File: src/rtl/mem_port_arbiter.sv
// Arbitrates one word-wide data memory between the fetch and load/store requesters.
// Byte and halfword stores are done as a read-modify-write; bad accesses get an error response.
module mem_port_arbiter #(
    parameter int WORDS        = 64,
    parameter int STARVE_LIMIT = 4
) (
    input  logic        clk,
    input  logic        rst_en,
    input  logic        if_req_valid,
    input  logic [31:0] if_req_addr,
    output logic        if_req_ready,
    output logic        if_rsp_valid,
    output logic [31:0] if_rsp_data,
    output logic        if_rsp_err,
    input  logic        ls_req_valid,
    input  logic        ls_req_we,
    input  logic [31:0] ls_req_addr,
    input  logic [31:0] ls_req_wdata,
    input  logic [1:0]  ls_req_size,
    output logic        ls_req_ready,
    output logic        ls_rsp_valid,
    output logic [31:0] ls_rsp_data,
    output logic        ls_rsp_err,
    output logic [31:0] mem_address,
    output logic [31:0] mem_write_data,
    output logic        mem_write_enable,
    input  logic [31:0] mem_read_data
);

    localparam logic [0:0] ST_IDLE   = 1'b0;
    localparam logic [0:0] ST_RMW_WR = 1'b1;

    localparam int               CNT_W      = $clog2(STARVE_LIMIT + 1);
    localparam logic [CNT_W-1:0] STARVE_MAX = CNT_W'(STARVE_LIMIT);
    localparam logic [29:0]      WORD_LIMIT = 30'(WORDS);

    localparam logic [1:0] SZ_BYTE = 2'b00;
    localparam logic [1:0] SZ_HALF = 2'b01;
    localparam logic [1:0] SZ_WORD = 2'b10;

    // Insert right-justified store data into the old word at the addressed lane.
    function automatic logic [31:0] merge_sub(input logic [31:0] old_word,
                                              input logic [31:0] wdata,
                                              input logic [1:0]  lane,
                                              input logic [1:0]  size);
        logic [31:0] res;
        res = old_word;
        if (size == SZ_BYTE) begin
            case (lane)
                2'b00:   res[7:0]   = wdata[7:0];
                2'b01:   res[15:8]  = wdata[7:0];
                2'b10:   res[23:16] = wdata[7:0];
                2'b11:   res[31:24] = wdata[7:0];
                default: res        = old_word;
            endcase
        end else begin
            res = lane[1] ? {wdata[15:0], old_word[15:0]} : {old_word[31:16], wdata[15:0]};
        end
        return res;
    endfunction

    logic [0:0]       state_r;
    logic [CNT_W-1:0] starve_cnt_r;
    logic [31:0]      rmw_addr_r;
    logic [31:0]      rmw_data_r;
    logic             if_rsp_valid_r;
    logic [31:0]      if_rsp_data_r;
    logic             if_rsp_err_r;
    logic             ls_rsp_valid_r;
    logic [31:0]      ls_rsp_data_r;
    logic             ls_rsp_err_r;

    logic fetch_prio_s;
    logic if_grant_s;
    logic ls_grant_s;
    logic if_err_s;
    logic ls_err_s;
    logic ls_word_wr_s;
    logic ls_rmw_s;

    assign fetch_prio_s = (starve_cnt_r >= STARVE_MAX);

    // Range, alignment and size checks for both requesters.
    always_comb begin
        if_err_s = (if_req_addr[31:2] >= WORD_LIMIT) || (if_req_addr[1:0] != 2'b00);
        ls_err_s = (ls_req_addr[31:2] >= WORD_LIMIT);
        case (ls_req_size)
            SZ_BYTE: ls_err_s = ls_err_s;
            SZ_HALF: ls_err_s = ls_err_s || ls_req_addr[0];
            SZ_WORD: ls_err_s = ls_err_s || (ls_req_addr[1:0] != 2'b00);
            default: ls_err_s = 1'b1;
        endcase
    end

    // Grant selection; load/store wins ties unless fetch has starved long enough.
    always_comb begin
        if_grant_s = 1'b0;
        ls_grant_s = 1'b0;
        if (state_r == ST_IDLE) begin
            if_grant_s = if_req_valid && (!ls_req_valid || fetch_prio_s);
            ls_grant_s = ls_req_valid && !if_grant_s;
        end else begin
            if_grant_s = 1'b0;
            ls_grant_s = 1'b0;
        end
        ls_word_wr_s = ls_grant_s && ls_req_we && !ls_err_s && (ls_req_size == SZ_WORD);
        ls_rmw_s     = ls_grant_s && ls_req_we && !ls_err_s &&
                       ((ls_req_size == SZ_BYTE) || (ls_req_size == SZ_HALF));
    end

    assign if_req_ready = if_grant_s;
    assign ls_req_ready = ls_grant_s;

    // Memory port drive; a reset during the RMW write cycle suppresses the write.
    always_comb begin
        mem_address      = 32'h0000_0000;
        mem_write_data   = 32'h0000_0000;
        mem_write_enable = 1'b0;
        if (state_r == ST_RMW_WR) begin
            mem_address      = rmw_addr_r;
            mem_write_data   = rmw_data_r;
            mem_write_enable = !rst_en;
        end else if (ls_grant_s) begin
            mem_address = {ls_req_addr[31:2], 2'b00};
            if (ls_word_wr_s) begin
                mem_write_data   = ls_req_wdata;
                mem_write_enable = 1'b1;
            end else begin
                mem_write_data   = 32'h0000_0000;
                mem_write_enable = 1'b0;
            end
        end else if (if_grant_s) begin
            mem_address = {if_req_addr[31:2], 2'b00};
        end else begin
            mem_address = 32'h0000_0000;
        end
    end

    // State, starvation counter, RMW buffer and registered responses.
    always_ff @(posedge clk) begin
        if (rst_en) begin
            state_r        <= ST_IDLE;
            starve_cnt_r   <= '0;
            rmw_addr_r     <= 32'h0000_0000;
            rmw_data_r     <= 32'h0000_0000;
            if_rsp_valid_r <= 1'b0;
            if_rsp_data_r  <= 32'h0000_0000;
            if_rsp_err_r   <= 1'b0;
            ls_rsp_valid_r <= 1'b0;
            ls_rsp_data_r  <= 32'h0000_0000;
            ls_rsp_err_r   <= 1'b0;
        end else begin
            if (if_grant_s) begin
                starve_cnt_r <= '0;
            end else if (if_req_valid && (starve_cnt_r != STARVE_MAX)) begin
                starve_cnt_r <= starve_cnt_r + CNT_W'(1);
            end else begin
                starve_cnt_r <= starve_cnt_r;
            end

            if_rsp_valid_r <= if_grant_s;
            if (if_grant_s) begin
                if_rsp_err_r  <= if_err_s;
                if_rsp_data_r <= if_err_s ? 32'h0000_0000 : mem_read_data;
            end

            ls_rsp_valid_r <= 1'b0;
            case (state_r)
                ST_IDLE: begin
                    if (ls_rmw_s) begin
                        state_r    <= ST_RMW_WR;
                        rmw_addr_r <= {ls_req_addr[31:2], 2'b00};
                        rmw_data_r <= merge_sub(mem_read_data, ls_req_wdata,
                                                ls_req_addr[1:0], ls_req_size);
                    end else if (ls_grant_s) begin
                        ls_rsp_valid_r <= 1'b1;
                        ls_rsp_err_r   <= ls_err_s;
                        ls_rsp_data_r  <= (ls_err_s || ls_req_we) ? 32'h0000_0000 : mem_read_data;
                    end
                end
                ST_RMW_WR: begin
                    state_r        <= ST_IDLE;
                    ls_rsp_valid_r <= 1'b1;
                    ls_rsp_err_r   <= 1'b0;
                    ls_rsp_data_r  <= 32'h0000_0000;
                end
                default: state_r <= ST_IDLE;
            endcase
        end
    end

    assign if_rsp_valid = if_rsp_valid_r;
    assign if_rsp_data  = if_rsp_data_r;
    assign if_rsp_err   = if_rsp_err_r;
    assign ls_rsp_valid = ls_rsp_valid_r;
    assign ls_rsp_data  = ls_rsp_data_r;
    assign ls_rsp_err   = ls_rsp_err_r;

endmodule

File: config.mk
export PLATFORM = sky130hd
export DESIGN_NAME = mem_port_arbiter
export DESIGN_NICKNAME = d
export VERILOG_FILES = /design/src/rtl/mem_port_arbiter.sv
export SDC_FILE = /design/constraint.sdc
export NUM_CORES = 1
export LEC_CHECK = 0
export CAP_MARGIN = 20
export CORE_MARGIN = 4
export CORE_UTILIZATION = 25
export DETAILED_ROUTE_END_ITERATION = 10
export PLACE_DENSITY = 0.58
export SETUP_SLACK_MARGIN = 0.2
export SLEW_MARGIN = 5
export SYNTH_ARGS = -nofsm -noshare
export SYNTH_HDL_FRONTEND = slang
export SYNTH_SLANG_ARGS = --single-unit
File: constraint.sdc
create_clock -name clk -period 6.68 [get_ports clk]
set_input_delay 1.336 -clock clk [delete_from_list [all_inputs] [get_ports clk]]
set_output_delay 1.336 -clock clk [all_outputs]
set_load 0.01 [all_outputs]
---- Word-level counts from Yosys, hierarchy flattened ----
Index checks and enable logic that the tools add are counted.
word-level totals
  flip-flop bits (word level) ............. 134
  input bits .............................. 135
  output and inout bits ................... 135
  word-level logic and storage cells ...... 78
cells by class
  add/subtract/negate cells ............... 1
  magnitude comparators ................... 3
  equality and inequality tests ........... 8
  muxes and demuxes ....................... 31
  bitwise logic cells ..................... 1
  reductions and logical operators ........ 24
operators by type and width
  operator             number
  $mux 32              12
  $pmux 32 s2          1
  $ge 30x7->1 const B  2
  $mux 8               4
  $mux 1               10
  $logic_and 1x1->1    7
  $eq 2x2->1 const B   3
  $logic_or 1x1->1     6
  $pmux 1 s2           3
  $eq 2x1->1 const B   2
  $logic_not 1->1      4
  $logic_not 2->1      2
  $ne 2x2->1 const B   2
  $reduce_and 2->1     2
  $reduce_bool 2->1    2
  $add 3x1->3 const B  1
  $ge 3x3->1 const B   1
  $ne 3x3->1 const B   1
  $pmux 1 s3           1
  $reduce_or 2->1      1
  $not 1->1            1

---- Logic depth before layout (Yosys ltp) ----
Gate-level depths: netlist (run 1).
  depth after elaboration ................. 12
  gate-level depth with buffers ........... 9
  gate-level depth less buffers ........... 7

---- Worst setup path before layout (run 1) ----
Ideal clock, no wire load.
  kind .................................... input -> output
  start ................................... input ls_req_size[0]
  end ..................................... output mem_write_data[22]
  arrival ................................. 2.929 ns
  required time ........................... 5.344 ns
  setup slack ............................. 2.415 ns
  stages .................................. 8
  buffers on the path ..................... 2
  cell sequence ........................... inv_1 > ha_1 > or3_1 > o31a_1 > buf_6 > nor2_1 > buf_2 > a22o_1
between the ends
  longest elaborated chain between the ends .. 8
  elaborated cells between the ends (all ways) .. 10
  classes of those cells .................. eq/ne (2); mux (4); reduce/logical (4)
RTL lines
  item                                RTL line  RTL
  start, declared                     19        input logic [1:0] ls_req_size,
  $eq 2x2->1 (tied with other cells)  87, 106
  $pmux 1 s3                          87        case (ls_req_size)
  $logic_not 1->1                     106       ls_word_wr_s = ls_grant_s && ls_req_we && !ls_err_s && (ls_req_size == SZ_WORD);
  $logic_and 1x1->1                   106
  $logic_and 1x1->1 *                 106
  $mux 32 *                           125       if (ls_word_wr_s) begin
  $mux 32 *                           123       end else if (ls_grant_s) begin
  $mux 32 *                           119       if (state_r == ST_RMW_WR) begin
  end, declared                       25        output logic [31:0] mem_write_data,
Mark *: on every way between the ends. The rest lies on a longest branch, timed or not.

---- Final worst setup path (run 1) ----
  start ................................... input ls_req_addr[13]
  end ..................................... output mem_write_data[30]
between the ends
  longest elaborated chain between the ends .. 9
  elaborated cells between the ends (all ways) .. 10
  classes of those cells .................. order compare (1); mux (4); reduce/logical (5)
RTL lines
  item                                        RTL line  RTL
  start, declared                             17        input logic [31:0] ls_req_addr,
  $ge 30x7->1 *                               86        ls_err_s = (ls_req_addr[31:2] >= WORD_LIMIT);
  $logic_or 1x1->1, on equally long branches  90, 89
  $pmux 1 s3 *                                87
  $logic_not 1->1 *                           106
  $logic_and 1x1->1 * (2 in a row)            106
  $mux 32 *                                   125
  $mux 32 *                                   123
  $mux 32 *                                   119
Marks and branches as above.

==> results.cfg, run 1 <==
[timing]
tightest_slew_ns = 1.044
fmax_ghz = 0.1797
setup-violations-final = 0
finalCritPeriodShare = 0.8332
timing.setup.tns_ns = 0
hold_violations = 0
skew_ns = 0.007858
fin_crit_ns = 5.566
grt_setup_unrepaired = no
drv_slew = 0
slew_headroom = 0.3043

[setup_path]
crit_path_start_kind = input port
end_kind = output pin
crit_required_ns = 5.34
crit_type = input port to output pin
cp_max_fo = 31
arrival_ns = 4.23

[die]
die_h_um = 164.6
die_area_mm2 = 0.02711
die_x_um = 164.6
rows = 57
start_util = 0.2530
io_pins = 270
core_area_mm2 = 0.02425

[cts]
cts-hold-fix-buffers = 0
cts_root_buffer = clkbuf_16
path_clk_slew_ns = 0.06
cts_buffer_depth = 2
ctsResizeCount = 0
cts_tree = done
clock_latency_ns = 0.42
postCtsSetupBuffers = 0
htree_levels = 4
cts.sinks = 134
cts_inserted_buffers = 17

[global_routing]
grt_max_degree = 65
use_met1 = 0.2417
gr-max-usage-layer = met2
grt_pass1_wl_mm = 38.58
grt_use_total = 0.1857
overflow = 0
grt_util_met2 = 0.2997
grt_pass1_vias = 6367
antenna_found_initial = 1
grt_use_met3 = 0.04268

[yosys]
synth_largest_area_cell = dfxtp_1
synth_flop_cell = dfxtp_1
synth.yosys.seq_area_share = 0.4373
synth_cells = 652
ys_seq_elements = 134
synth_cell_types = 45
syn_area_mm2 = 0.006135
synth_warnings = 0
syn_area_per_cell_um2 = 9.409
yosysMostFrequentCell = dfxtp_1
synth_edf_count = 0
ys_top_cells_by_area = dfxtp_1 44%, a22o_1 9.1%, a32o_1 5.2%, a221o_1 4.9%, a21oi_1 4.2%
yosys.area.top_type_share = 0.4373
synthArstFlopShare = 0
ys_top_cells_by_count = 134 x dfxtp_1, 64 x a22o_1, 52 x a21oi_1

[detailed_routing]
drtAntennaViolNets = 0
dr.pass1.iters = 5
viasPerCell = 5.200
wire_per_inst_um = 21.27
drc = 0
drt_iter0_markers = 415
vias = 6365
routed_wirelength_mm = 26.04

[finish]
utilization = 0.3993
area_delta_synth_final_pct = 57.82
fin_nets = 1025
drive_gt1_frac = 0.07692
n_fill_cell = 2461

[status]
outcome = finished, final reports clean

[power]
power.density_mw_per_mm2 = 216.7
power_leakage_uw = 0.003558
max-vdd-ir-drop_uv = 157.9

[placement]
place.gp.congestion = 0.7846
dp_hpwl_mm = 18.40
portBuffers = 267

[job]
maxCapViolCount = 0

[hold_path]
min_path_type = flip-flop to flip-flop
==> registers in the layout, indices dropped and copies added (netlist names) <==
name          cells
starve_cnt_r      3
state_r           1
ls_rsp_valid      1
ls_rsp_err        1
if_rsp_data      32
if_rsp_err        1
ls_rsp_data      32
rmw_data_r       32
rmw_addr_r       30
if_rsp_valid      1
==> critical path, cell delays in order <==
cell             delay, ns
clkdlybuf4s50_1       0.45
nor4_1                0.42
nand4_1               0.29
o31a_2                0.43
nor2_2                0.16
buf_4                 0.38
a22o_1                0.22
clkdlybuf4s50_1       0.54
==> worst paths after layout <==
check | startpoint | end | slack, ns | cells past startpoint
setup / recovery | ls_req_addr[13] | mem_write_data[30] | 1.11 | 8
hold / removal | rmw_data_r[8] | rmw_data_r[8] | 0.47 | 2
setup reg to reg | state_r | rmw_data_r[3] | 3.78 | 6
hold reg to reg | rmw_data_r[8] | rmw_data_r[8] | 0.47 | 2
==> report_power, final <==
group / leakage (uW) / switching [uW] / internal [uW]
clock network: 0.000284 / 397 / 560
registers: 0.00108 / 8.65 / 813
logic: 0.00219 / 161 / 159
total: 0.00356 / 567 / 1530
==> per-stage QoR <==
stage / setup slack [ns] / instance area [um^2] / hold slack (ns) / total power [uW] / cells
after global placement: 1.144 / 9077 / 0.4609 / 1161 / 1189
after CTS: 1.095 / 9674 / 0.4762 / 2125 / 1221
final: 1.114 / 9682 / 0.4744 / 2098 / 1224
after detailed placement: 1.110 / 9077 / 0.4636 / 1161 / 1189
after floorplan: 2.415 / 6138 / 0.4287 / 969.0 / 653
after global routing: 0.9656 / 9677 / 0.4929 / 2180 / 1222
==> cell usage in the layout, fill, tap and decap left out, types with 18 or more instances in the layout <==
cell type,instances
a21oi_1,52
a211oi_1,18
o21ai_0,39
nand3_1,34
a32o_1,32
and3_1,31
clkdlybuf4s50_1,266
dfxtp_1,133
a22o_1,64
a221o_1,30
nand2_1,19
==> cell type report <==
cell class | count | area, um^2 | area share
clock inverter | 15 | 171.4 | 0.01770
timing repair buffer | 283 | 2788 | 0.2879
clock buffer | 17 | 425.4 | 0.04394
tap | 324 | 405.4 | 0.04187
inverter | 8 | 30.03 | 0.003102
multi-input combinational | 440 | 3171 | 0.3275
antenna | 3 | 7.507 | 0.0007754
sequential | 134 | 2684 | 0.2772
==> kinds of logic after synthesis <==
family          count (synthesis)  share of synthesized area
mux                            17                    0.02774
compound gates                275                     0.3441
buf+inv                        79                    0.05364
xor+xnor                        1                   0.001428
flops                         134                     0.4373
other cells                     1                  0.0006113
fa+ha+maj                       6                    0.01224
simple gates                  139                     0.1230
==> per-layer routing <==
| metal | part of all wire | vias up |
|---|---|---|
| li1 | - | 3050 |
| met5 | 0 | - |
| met2 | 0.48 | 215 |
| met4 | 0.027 | 0 |
| met1 | 0.43 | 3062 |
| met3 | 0.060 | 38 |
(Power assumes the default switching activity.)
==> run 2, diff against run 1 <==
--- a/config.mk
+++ b/config.mk
@@ -9,7 +9,7 @@
 export CORE_MARGIN = 4
 export CORE_UTILIZATION = 25
 export DETAILED_ROUTE_END_ITERATION = 10
-export PLACE_DENSITY = 0.58
+export PLACE_DENSITY = 0.6
 export SETUP_SLACK_MARGIN = 0.2
 export SLEW_MARGIN = 5
 export SYNTH_ARGS = -nofsm -noshare
==> constraint.sdc (replaced) <==
create_clock -name clk -period 4.7 [get_ports clk]
set_input_delay 0.94 -clock clk [delete_from_list [all_inputs] [get_ports clk]]
set_output_delay 0.94 -clock clk [all_outputs]
set_load 0.01 [all_outputs]
==> run 2 against run 1 <==
Compared with the run above:
- cell count increased by 0.49%
- critical path depth increased by 1
- sequential cell count unchanged
- total power is 47% higher
- critical endpoint is now mem_write_data[26]
- highest routed layer is now met5
- global-route usage up 0.32 points
- sequential power is 42% higher
- register-to-register slack got worse by 1.4 ns
- sequential share of layout area is 0.51 points lower
- clock power grew 53%
- via count up 2.6%
==> results.cfg, run 2 (synthesis gave the netlist of run 1 again) <==
[cts]
cts_tree = done
cts_buffer_depth = 2
htree_levels = 4
path_clk_slew_ns = 0.07
cts_root_buffer = clkbuf_16
cts.sinks = 134
cts_inserted_buffers = 17
clock_latency_ns = 0.42
postCtsSetupBuffers = 0
cts-hold-fix-buffers = 0

[die]
die_h_um = 164.6
start_util = 0.2530
core_area_mm2 = 0.02425
io_pins = 270
die_x_um = 164.6
rows = 57
die_area_mm2 = 0.02711

[timing]
slew_headroom = 0.3253
tightest_slew_ns = 1.012
whs_ns = 0.4753
hold_violations = 0
setup-violations-final = 0
finalCritPeriodShare = 0.9542
fin_crit_ns = 4.485
skew_ns = 0.005162
grt_setup_unrepaired = yes
timing.setup.tns_ns = 0
drv_slew = 0
fmax_ghz = 0.2230

[power]
max-vdd-ir-drop_uv = 223.0
power_leakage_uw = 0.003696
power.density_mw_per_mm2 = 313.5

[setup_path]
rr_worst_depth = 6
end_kind = output pin
crit_slowest_cell = clkdlybuf4s50_1
arrival_ns = 3.54
crit_top_cell = clkdlybuf4s50_1
reg2reg_to = rmw_addr_r[8]
crit_path_start_kind = input port
crit_chain = clkdlybuf4s50_1 > inv_1 > ha_1 > or3_4 > o31a_2 > nor2_4 > bufbuf_16 > a22o_1 > clkdlybuf4s50_1
crit_path_max_incr_delay_ns = 0.54
r2r_start = state_r
crit_required_ns = 3.76
ff2ff_setup_slack_ns = 2.35
crit_type = input port to output pin
cp_max_fo = 16

[finish]
fin_area_mm2 = 0.009862
n_fill_cell = 2424
most-common-layout-cells = 263 x clkdlybuf4s50_1, 133 x dfxtp_1, 64 x a22o_1
utilization = 0.4067
fin_nets = 1033
mostFrequentLayoutCell = clkdlybuf4s50_1
seq_area_mm2 = 0.002684
multiInputGateArea_mm2 = 0.003201
area_delta_synth_final_pct = 60.76
drive_gt1_frac = 0.08840
stdcell_count = 1230

[placement]
dp.cells = 1196
dp_hpwl_mm = 18.65
place_area_mm2 = 0.009163
place.gp.congestion = 0.7944
portBuffers = 267

[detailed_routing]
vias = 6530
drc = 0
dr.pass1.iters = 5
routed_wirelength_mm = 26.66
viasPerCell = 5.309
drtAntennaViolNets = 0
wire_per_inst_um = 21.68
drt_iter0_markers = 414

[hold_path]
whs_path_depth = 2
hold_start = rmw_addr_r[17]
min_path_type = flip-flop to flip-flop
hold_end = rmw_addr_r[17]

[global_routing]
grt_max_degree = 65
grt_pass1_vias = 6484
grt_pass1_wl_mm = 39.53
antenna_found_initial = 3
grt_use_total = 0.1889
overflow = 0

[status]
outcome = finished, final reports clean

[job]
maxCapViolCount = 0
[run 2: cell types whose count changed in the layout (fill, tap and decap cells not counted), sizes merged, moves of 3 or more]
cell / previous run / this run
clkinv: 5 / 2
dlymetal6s2s: 0 / 3
clkdlybuf4s50: 266 / 263
buf: 17 / 24
inv: 13 / 17
[run 2: stage by stage]
step	setup WS [ns]	power (uW)
4_1_cts	0.1877	3115
3_3_place_gp	0.1940	1657
2_1_floorplan	1.227	1377
5_1_grt	0.1201	3206
3_5_place_dp	0.1828	1658
6_report	0.2154	3092
[run 2: layout make-up]
| cell class | count | area share |
|---|---|---|
| clock buffer | 17 | 0.04314 |
| tap | 324 | 0.04111 |
| antenna | 1 | 0.0002537 |
| clock inverter | 15 | 0.02119 |
| timing repair buffer | 291 | 0.2946 |
| inverter | 8 | 0.003045 |
| multi-input combinational | 440 | 0.3245 |
| sequential | 134 | 0.2721 |
[run 2: routing by layer]
layer | global-route usage | part of all wire
met3 | 0.04492 | 0.061
met4 | 0.06616 | 0.026
met1 | 0.2422 | 0.42
met5 | 0 | 0.0010
met2 | 0.3108 | 0.49
[run 2: timing repair]
item | CTS | global route
cloned | 1 | 0
endpoints found under the hold margin | 0 | 0
pin swaps | 1 | 2
endpoints found under the setup margin | 3 | 19
gates resized for setup | 3 | 4
[run 2: worst max-delay path by stage]
stage / startpoint / end / slack [ns] / depth (start not counted)
after global routing: ls_req_size[0] / mem_write_data[8] / 0.12 / 10
final: ls_req_size[0] / mem_write_data[26] / 0.22 / 9
after global placement: ls_req_addr[13] / mem_write_data[3] / 0.19 / 8
after CTS: ls_req_size[0] / mem_write_data[22] / 0.19 / 9
after floorplan: ls_req_size[0] / mem_write_data[22] / 1.23 / 8
after detailed placement: ls_req_addr[13] / mem_write_data[9] / 0.18 / 8
[run 2: worst max-delay path: cells and delay by family]
family / cells / cell delay (ns)
buffers and inverters: 4 / 1.44
AND/OR/NAND/NOR: 2 / 0.56
adder cells (fa/ha/maj): 1 / 0.31
AO/OA/AOI/OAI: 2 / 0.28
[run 2: power breakdown]
group          leakage [uW]  switching [uW]  internal (uW)  total [uW]
clock network      0.000308             595            862        1460
registers           0.00108            12.4           1160        1170
logic               0.00230             234            233         467
==> run 3, diff against run 2 <==
--- a/config.mk
+++ b/config.mk
@@ -5,11 +5,12 @@
 export SDC_FILE = /design/constraint.sdc
 export NUM_CORES = 1
 export LEC_CHECK = 0
-export CAP_MARGIN = 20
+export CAP_MARGIN = 25
 export CORE_MARGIN = 4
 export CORE_UTILIZATION = 25
 export DETAILED_ROUTE_END_ITERATION = 10
-export PLACE_DENSITY = 0.6
+export GPL_ROUTABILITY_DRIVEN = 1
+export PLACE_DENSITY = 0.58
 export SETUP_SLACK_MARGIN = 0.2
 export SLEW_MARGIN = 5
 export SYNTH_ARGS = -nofsm -noshare
==> constraint.sdc (replaced) <==
create_clock -name clk -period 5.2 [get_ports clk]
set_input_delay 1.04 -clock clk [delete_from_list [all_inputs] [get_ports clk]]
set_output_delay 1.04 -clock clk [all_outputs]
set_load 0.01 [all_outputs]
==> run 3 against run 2 <==
Compared with the run above:
- register-to-register slack gained 0.34 ns
- total power is 13% lower
- cell area fell by 1.3%
- clock power fell by 17%
- non-clock buffer count fell by 2
- clock skew is 0.0051 ns higher
- largest power group unchanged
- wire length down 1.0%
- worst setup slack improved by 0.31 ns
- combinational power is 10% lower
- sequential cell count is the same
- critical path depth unchanged
==> results.cfg, run 3 (synthesis gave the netlist of run 1 again) <==
[die]
start_util = 0.2530
core_area_mm2 = 0.02425
die_area_mm2 = 0.02711
die_x_um = 164.6
die_h_um = 164.6
rows = 57
io_pins = 270

[timing]
finalCritPeriodShare = 0.8990
slew_headroom = 0.4876
drv_slew = 0
fin_crit_ns = 4.675
setup_ws_ns = 0.5253
skew_ns = 0.01024
timing.setup.tns_ns = 0
grt_setup_unrepaired = no
fmax_ghz = 0.2139
setup-violations-final = 0
hold_violations = 0
tightest_slew_ns = 0.7686

[detailed_routing]
viasPerCell = 5.256
drt_iter0_markers = 430
drtAntennaViolNets = 0
wire_per_inst_um = 21.49
vias = 6454
dr.pass1.iters = 5
drc = 0
routed_wirelength_mm = 26.40

[setup_path]
arrival_ns = 3.63
r2r_start = state_r
cp_max_fo = 33
crit_chain = clkdlybuf4s50_1 > inv_1 > ha_1 > or3_1 > o31a_2 > nor2_2 > buf_12 > a22o_1 > clkdlybuf4s50_1
crit_slowest_cell = clkdlybuf4s50_1
cp-endpoint = mem_write_data[1]
crit_required_ns = 4.16
cp.depth = 9
crit_start = ls_req_size[0]
ff2ff_setup_slack_ns = 2.69
crit_top_cell = clkdlybuf4s50_1
crit_type = input port to output pin
cp_num_buf_inv = 4
crit_path_start_kind = input port
end_kind = output pin
critPathTopFamily = buffers and inverters
crit_path_max_incr_delay_ns = 0.55
rr_worst_depth = 8
reg2reg_to = if_rsp_data[28]

[finish]
most-common-layout-cells = 266 x clkdlybuf4s50_1, 133 x dfxtp_1, 64 x a22o_1
mostFrequentLayoutCell = clkdlybuf4s50_1
drive_gt1_frac = 0.08306
fin_nets = 1031
area_delta_synth_final_pct = 58.68
stdcell_count = 1228

[global_routing]
grt_pass1_wl_mm = 38.79
antenna_found_initial = 2
grt_max_degree = 65
grt_use_total = 0.1874
grt_pass1_vias = 6232
overflow = 0

[cts]
path_clk_slew_ns = 0.06
postCtsSetupBuffers = 0
ctsResizeCount = 0
cts-hold-fix-buffers = 0
cts_tree = done
htree_levels = 4
clock_latency_ns = 0.43
cts_inserted_buffers = 17
cts_buffer_depth = 2
cts_root_buffer = clkbuf_16
cts.sinks = 134

[power]
swShare = 0.2802
power_leakage_uw = 0.003595
p_int_uw = 1932
power_frac_comb = 0.156
seqPwrFrac = 0.393
clockPowerShare = 0.451
power.density_mw_per_mm2 = 275.7
max-vdd-ir-drop_uv = 213.0
switching_power_uw = 752.1

[placement]
dp_hpwl_mm = 18.64
place.gp.congestion = 0.7677
portBuffers = 267
placement.setup.worst_slack_ns = 0.5134
dp.cells = 1194

[hold_path]
min_path_type = flip-flop to flip-flop

[status]
outcome = finished, final reports clean

[job]
maxCapViolCount = 0
run 3: cell types whose count changed in the layout (fill, tap and decap cells not counted), sizes merged:
cell           delta
clkinv            +2
buf               -1
bufinv            -2
clkdlybuf4s50     +3
dlymetal6s2s      -3
bufbuf            -1
run 3: through the flow:
step	instance area [um^2]	power, uW	utilization	hold WS [ns]
after CTS	9724	2711	0.4010	0.4784
after global placement	9140	1496	0.3769	0.4607
after global routing	9734	2790	0.4014	0.4947
after floorplan	6138	1245	-	0.4287
after detailed placement	9140	1497	0.3769	0.4642
final	9734	2684	0.4014	0.4790
run 3: power by group through the flow:
stage | logic (uW) | registers [uW] | clock network (uW)
2_1_floorplan | 167 | 1080 | 0
3_3_place_gp | 418 | 1080 | 0
3_5_place_dp | 418 | 1080 | 0
4_1_cts | 419 | 1060 | 1240
5_1_grt | 447 | 1060 | 1290
6_report | 418 | 1060 | 1210
run 3: worst register-to-register path, stage by stage (launching register included):
cell     delay (ns)
dfxtp_2        0.32
inv_1          0.04
buf_4          0.30
and3_1         0.63
buf_12         0.25
and2_1         0.21
and2_1         0.14
buf_4          0.35
a22o_1         0.23
run 3: worst min-delay path by stage:
stage                         start               to  depth (start not counted)
detailed placement  if_rsp_data[21]  if_rsp_data[21]                          1
global route          rmw_addr_r[6]    rmw_addr_r[6]                          2
CTS                  rmw_addr_r[17]   rmw_addr_r[17]                          2
floorplan             rmw_data_r[8]    rmw_data_r[8]                          2
finish               rmw_addr_r[17]   rmw_addr_r[17]                          2
global placement    if_rsp_data[15]  if_rsp_data[15]                          1
run 3: per-layer routing:
metal | wire length (um) | part of all wire | global-route usage | up-vias
met3 | 1769 | 0.067 | 0.04567 | 34
met4 | 724 | 0.027 | 0.06957 | 2
li1 | - | - | - | 3055
met1 | 11210 | 0.42 | 0.2438 | 3120
met5 | 7 | 0.00027 | 0 | -
met2 | 12680 | 0.48 | 0.3015 | 243
run 3: area by class of cell:
cell class                 instances  area [um^2]
fill                            2465        14510
multi-input combinational        440         3171
timing repair buffer             289         2858
sequential                       134         2684
clock buffer                      17        425.4
tap                              324        405.4
clock inverter                    15        158.9
inverter                           8        30.03
antenna                            1        2.502
